**src/rtl/amp_boot_seq.sv**
```systemverilog
// amp_boot_seq: boots an external amplifier over a write-only SPI link
// (mode 0, MSB first) using up to eight bytes captured from the register
// bank. A 0xFF byte ends the stream early and is never transmitted.
//
// state      | meaning
// -----------+-----------------------------------------------------------
// S_IDLE     | waiting for a rising edge on amp_init_i
// S_CHECK    | one cycle: choose the next byte, or finish the sequence
// S_CS_SETUP | chip select asserted, waiting before the first clock
// S_BIT_LO   | sclk low, mosi presents the current bit
// S_BIT_HI   | sclk high, mosi held for the slave to sample
// S_CS_HOLD  | chip select held after the last bit, then released
module amp_boot_seq #(
  parameter int CLK_DIV = 4
) (
  input  logic        clk_i,
  input  logic        reset_i,
  input  logic        amp_init_i,
  input  logic [63:0] bootmem_i,
  output logic        amp_sclk_o,
  output logic        amp_mosi_o,
  output logic        amp_csn_o,
  output logic [7:0]  status_o
);

  typedef enum logic [2:0] {
    S_IDLE,
    S_CHECK,
    S_CS_SETUP,
    S_BIT_LO,
    S_BIT_HI,
    S_CS_HOLD
  } state_t;

  // The final CHECK cycle is counted as part of the chip-select hold, so the
  // hold state itself runs one cycle short. With CLK_DIV=1 that leaves no
  // hold state at all and CHECK releases chip select directly.
  localparam logic [7:0] DIV_LD     = 8'(CLK_DIV - 1);
  localparam int         HOLD_N     = (CLK_DIV > 1) ? (CLK_DIV - 2) : 0;
  localparam logic [7:0] HOLD_LD    = 8'(HOLD_N);
  localparam bit         SHORT_HOLD = (CLK_DIV == 1);

  state_t      state_q;
  logic [7:0]  div_q;
  logic [2:0]  bit_q;
  logic [3:0]  count_q;
  logic [63:0] snap_q;
  logic        init_q;
  logic        armed_q;
  logic        busy_q;
  logic        done_q;
  logic        term_q;
  logic        sclk_q;
  logic        mosi_q;
  logic        csn_q;

  logic        start_d;
  logic [7:0]  byte_d;
  logic        is_term_d;
  logic        to_hold_d;

  // Edge detect on the boot request and selection of the active byte.
  // armed_q blocks a request that is already high when reset releases.
  always_comb begin
    start_d   = amp_init_i & ~init_q & armed_q;
    byte_d    = snap_q[{~count_q[2:0], 3'b000} +: 8];
    is_term_d = (count_q != 4'd8) && (byte_d == 8'hFF);
    to_hold_d = (count_q == 4'd8) || (is_term_d && (count_q != 4'd0));
  end

  // Sequencer with registered outputs.
  always_ff @(posedge clk_i or posedge reset_i) begin
    if (reset_i) begin
      state_q <= S_IDLE;
      div_q   <= 8'd0;
      bit_q   <= 3'd0;
      count_q <= 4'd0;
      snap_q  <= 64'd0;
      init_q  <= 1'b0;
      armed_q <= 1'b0;
      busy_q  <= 1'b0;
      done_q  <= 1'b0;
      term_q  <= 1'b0;
      sclk_q  <= 1'b0;
      mosi_q  <= 1'b0;
      csn_q   <= 1'b1;
    end else begin
      armed_q <= 1'b1;
      init_q  <= amp_init_i;
      unique case (state_q)
        S_IDLE: begin
          if (start_d) begin
            state_q <= S_CHECK;
            busy_q  <= 1'b1;
            done_q  <= 1'b0;
            term_q  <= 1'b0;
            count_q <= 4'd0;
            snap_q  <= bootmem_i;
          end
        end
        S_CHECK: begin
          if (is_term_d) term_q <= 1'b1;
          if (to_hold_d) begin
            if (SHORT_HOLD) begin
              state_q <= S_IDLE;
              csn_q   <= 1'b1;
              busy_q  <= 1'b0;
              done_q  <= 1'b1;
            end else begin
              state_q <= S_CS_HOLD;
              div_q   <= HOLD_LD;
            end
          end else if (is_term_d) begin
            state_q <= S_IDLE;
            busy_q  <= 1'b0;
            done_q  <= 1'b1;
          end else if (count_q == 4'd0) begin
            state_q <= S_CS_SETUP;
            csn_q   <= 1'b0;
            div_q   <= DIV_LD;
          end else begin
            state_q <= S_BIT_LO;
            bit_q   <= 3'd7;
            mosi_q  <= byte_d[7];
            div_q   <= DIV_LD;
          end
        end
        S_CS_SETUP: begin
          if (div_q == 8'd0) begin
            state_q <= S_BIT_LO;
            bit_q   <= 3'd7;
            mosi_q  <= byte_d[7];
            div_q   <= DIV_LD;
          end else begin
            div_q <= div_q - 8'd1;
          end
        end
        S_BIT_LO: begin
          if (div_q == 8'd0) begin
            state_q <= S_BIT_HI;
            sclk_q  <= 1'b1;
            div_q   <= DIV_LD;
          end else begin
            div_q <= div_q - 8'd1;
          end
        end
        S_BIT_HI: begin
          if (div_q == 8'd0) begin
            sclk_q <= 1'b0;
            if (bit_q == 3'd0) begin
              count_q <= count_q + 4'd1;
              state_q <= S_CHECK;
            end else begin
              bit_q   <= bit_q - 3'd1;
              mosi_q  <= byte_d[bit_q - 3'd1];
              state_q <= S_BIT_LO;
              div_q   <= DIV_LD;
            end
          end else begin
            div_q <= div_q - 8'd1;
          end
        end
        S_CS_HOLD: begin
          if (div_q == 8'd0) begin
            state_q <= S_IDLE;
            csn_q   <= 1'b1;
            busy_q  <= 1'b0;
            done_q  <= 1'b1;
          end else begin
            div_q <= div_q - 8'd1;
          end
        end
        default: state_q <= S_IDLE;
      endcase
    end
  end

  assign amp_sclk_o = sclk_q;
  assign amp_mosi_o = mosi_q;
  assign amp_csn_o  = csn_q;
  assign status_o   = {busy_q, done_q, term_q, 1'b0, count_q};

endmodule

```
**config.mk**
```make
export PLATFORM = sky130hd
export DESIGN_NAME = amp_boot_seq
export DESIGN_NICKNAME = d
export VERILOG_FILES = /design/src/rtl/amp_boot_seq.sv
export SDC_FILE = /design/constraint.sdc
export NUM_CORES = 1
export LEC_CHECK = 0
export CAP_MARGIN = 20
export CORE_MARGIN = 4
export CORE_UTILIZATION = 52
export CTS_CLUSTER_DIAMETER = 40
export CTS_CLUSTER_SIZE = 24
export DETAILED_ROUTE_END_ITERATION = 10
export PLACE_DENSITY = 0.78
export SYNTH_ARGS = -nofsm -noshare
export SYNTH_HDL_FRONTEND = slang
export SYNTH_SLANG_ARGS = --single-unit
export TNS_END_PERCENT = 50
```
**constraint.sdc**
```tcl
create_clock -name clk_i -period 3.07 [get_ports clk_i]
set_input_delay 0.4605 -clock clk_i [delete_from_list [all_inputs] [get_ports clk_i]]
set_output_delay 0.4605 -clock clk_i [all_outputs]
set_load 0.05 [all_outputs]
```
==> run metrics <==
EDFF count, synth 0; vias in the first global route 3,657; worst reg2reg path startpoint count_q[2]$_DFFE_PP0P_; number of fill cells 713; Max Clock Skew 0.0105 ns; DRT Pass-1 Iters 4; crit share post-route 90.4%; first-pass GRT wire length 17.6 mm; max_cap viols 0; Vert. Die Dim 102 um; max_slew headroom 50.1%; Setup crit start count_q[2]$_DFFE_PP0P_; final hold violations 0; Top Ports 78; Synth async-reset ratio 100%; power consumption 0.00220 W; ys flop type dfrtp_1; Core Rows 34; Die Wd 102 um; DR iter-0 viols 217; fin area 5650 sq um; Total GRT Usage 21.8%; final setup margin 0.294 ns; cell taking the most area after synthesis dfrtp_1; total number of yosys warnings 0; f_max 0.360 GHz; final setup vio count 0; I/O Buffers 76; Worst Hold Class register to register; TNS Setup 0 ns; top post-synthesis cells by area dfrtp_1 48%, nand2_1 17%, mux4_2 5.9%; TritonCTS Buffers 9; share of the synthesized area in the top cell type 48.3%; status completed; CP max-delay cell dfrtp_1; post-synthesis sequential area ratio 48.9%; DRT Wirelength 10.8 mm; DRC 0; sw frac 21.5%; sequential share of power 54.0%; Post-CTS Repair Setup Buffers 0; Worst setup SP type register; largest net degree at the start of global routing 70; synthesized flop and latch total 90; worst vdd ir 0.207 mV; post-DP HPWL 7.86 mm; die footprint 10,400 sq um; CP cell instances mux4_1, mux2i_4, nor4_1, and4b_1, buf_4, nor3_2, a31o_1; clk sinks 90; Max Root-Sink Buffers 2; grt total ovfl 0; CTS tree done; CTS Hold Bufs 0; routed via count 3,652; gpl congestion 0.852; worst-margin pin slew 0.748 ns; DR vias/cell 5.48; fraction of power consumed by combinational cells 5.2%; Setup CP Type register to register; P&R area growth vs syn 22.5%; layout cells sized above 1 10.4%; Worst Setup End Kind register; Worst Setup EP div_q[5]$_DFFE_PP0P_; synthesized net count 558; placed inst area 5430 sq um; Routed Antenna Nets 0; clk_lat worst skew 0.36 ns; Mapped Avg Cell Area 9.48 sq um; required time of the critical path 3.32 ns; final critical-path required period 2.78 ns; P_leak 2.75 nW; hold_ws 0.475 ns; RSZ-0062 raised after global routing false; library cells used by synthesis 62; r2r setup slk 0.29 ns; Internal Power 0.00172 W; Cells after Synth 486; synthesized cell area 4610 sq um; Pwr Density 389 nW/um^2; Total Nets Final 625; worst slack, placed 0.312 ns; Worst R2R End div_q[5]$_DFFE_PP0P_; CP peak stage delay 0.83 ns; Critical Path AT 3.03 ns; clock share of power 40.7%; Core Region 8680 sq um; FF-to-FF path depth 7; htree depth 3; CTS root buf clkbuf_8; routed len/inst 16.2 um; initial antenna violation count 0; post-CTS sizing 0; net switching power 0.000473 W; ANT cells 0; Reg clk slew, reported paths 0.09 ns; Final Max Tran Viols 0; critical path fanouts, max 19; Starting Density 53.1%
==> routing by layer <==
layer	global-route usage, %	vias up	part of all wire (%)
met5	0	-	0
met4	7.97	0	2.4
met3	4.91	22	3.7
met2	37.4	91	53
met1	27.2	1780	41
li1	-	1759	-
==> through the flow <==
step,util (%),instances
2_1_floorplan,-,486
5_1_grt,65.1,666
6_report,65.1,666
3_3_place_gp,62.6,650
4_1_cts,65.1,666
3_5_place_dp,62.6,650
==> worst max-delay path: cells and delay by family, from the launching register on <==
| kind | cells | cell delay (ns) |
|---|---|---|
| compound gates | 1 | 0.23 |
| buf+inv | 1 | 0.17 |
| flops | 1 | 0.83 |
| mux | 2 | 0.43 |
| simple gates | 3 | 0.99 |
==> power by group through the flow <==
stage	sequential [W]	clock, W	combinational (W)
global route	0.00119	0.000951	0.000125
floorplan	0.00121	0	0.0000228
global placement	0.00121	0	0.000116
CTS	0.00119	0.000899	0.000118
detailed placement	0.00121	0	0.000117
finish	0.00119	0.000895	0.000115
==> final cells by class <==
class | instances | area (sq um) | share of cell area (%)
Clock buffer | 10 | 128 | 2.26
Clock inverter | 6 | 88.8 | 1.57
Inverter | 14 | 58.8 | 1.04
Multi-Input combinational cell | 354 | 2140 | 37.8
Sequential cell | 90 | 2250 | 39.9
Tap cell | 108 | 135 | 2.39
Timing Repair Buffer | 84 | 846 | 15.0
==> kinds of logic after synthesis <==
kind of cell / Yosys count / share of synthesized area, %
adder cells (fa/ha/maj): 5 / 1.36
XOR/XNOR: 4 / 0.760
multiplexers: 34 / 12.8
AO/OA/AOI/OAI: 46 / 6.92
flip-flops: 90 / 48.9
buffers and inverters: 42 / 4.89
AND/OR/NAND/NOR: 263 / 24.2
other: 2 / 0.163
==> placed cells by master, fill, tap and decap left out, types with 4 or more instances in the layout <==
| master | netlist | layout |
|---|---|---|
| nor4_1 | 5 | 4 |
| nor2_1 | 19 | 19 |
| a21oi_1 | 10 | 10 |
| mux2i_1 | 13 | 13 |
| inv_1 | 13 | 12 |
| mux4_2 | 12 | 12 |
| o21ai_0 | 7 | 7 |
| mux4_1 | 5 | 5 |
| nand2_1 | 205 | 205 |
| nor2b_1 | 4 | 4 |
| o2bb2ai_1 | 4 | 4 |
| a31oi_1 | 4 | 4 |
| ha_1 | 5 | 5 |
| clkdlybuf4s50_1 | 0 | 76 |
| dfrtp_1 | 89 | 89 |
| buf_4 | 4 | 6 |
| o21ai_1 | 4 | 4 |
| clkbuf_8 | 0 | 9 |
| nor3_1 | 7 | 7 |
==> sequential cells by signal, indices dropped and copies added (netlist names) <==
register    count
count_q         4
bit_q           3
state_q         3
done_q          1
amp_mosi_o      1
amp_csn_o       1
init_q          1
div_q           8
snap_q         64
amp_sclk_o      1
term_q          1
busy_q          1
armed_q         1
==> worst min path at each step <==
stage	slack, ns	to	depth (start not counted)	start
after floorplan	0.44	snap_q[35]$_DFFE_PP0P_	2	snap_q[35]$_DFFE_PP0P_
after global placement	0.46	snap_q[55]$_DFFE_PP0P_	2	snap_q[55]$_DFFE_PP0P_
after detailed placement	0.46	snap_q[39]$_DFFE_PP0P_	2	snap_q[39]$_DFFE_PP0P_
after CTS	0.48	snap_q[29]$_DFFE_PP0P_	2	snap_q[29]$_DFFE_PP0P_
after global routing	0.51	amp_csn_o$_DFFE_PP1P_	2	amp_csn_o$_DFFE_PP1P_
final	0.48	snap_q[59]$_DFFE_PP0P_	2	snap_q[59]$_DFFE_PP0P_
==> cell usage after synthesis, types with 4 or more instances <==
| cell | number |
|---|---|
| a21oi_1 | 10 |
| o21ai_1 | 4 |
| nor2_1 | 19 |
| dfrtp_1 | 89 |
| ha_1 | 5 |
| o21ai_0 | 7 |
| a31oi_1 | 4 |
| nand2_1 | 205 |
| mux2i_1 | 13 |
| inv_1 | 13 |
| nor3_1 | 7 |
| buf_6 | 4 |
| mux4_2 | 12 |
| nor2b_1 | 4 |
| nor4_1 | 5 |
| o2bb2ai_1 | 4 |
| buf_4 | 4 |
| mux4_1 | 5 |
| clkbuf_1 | 17 |
No activity file was read; power rests on OpenSTA's default activity.
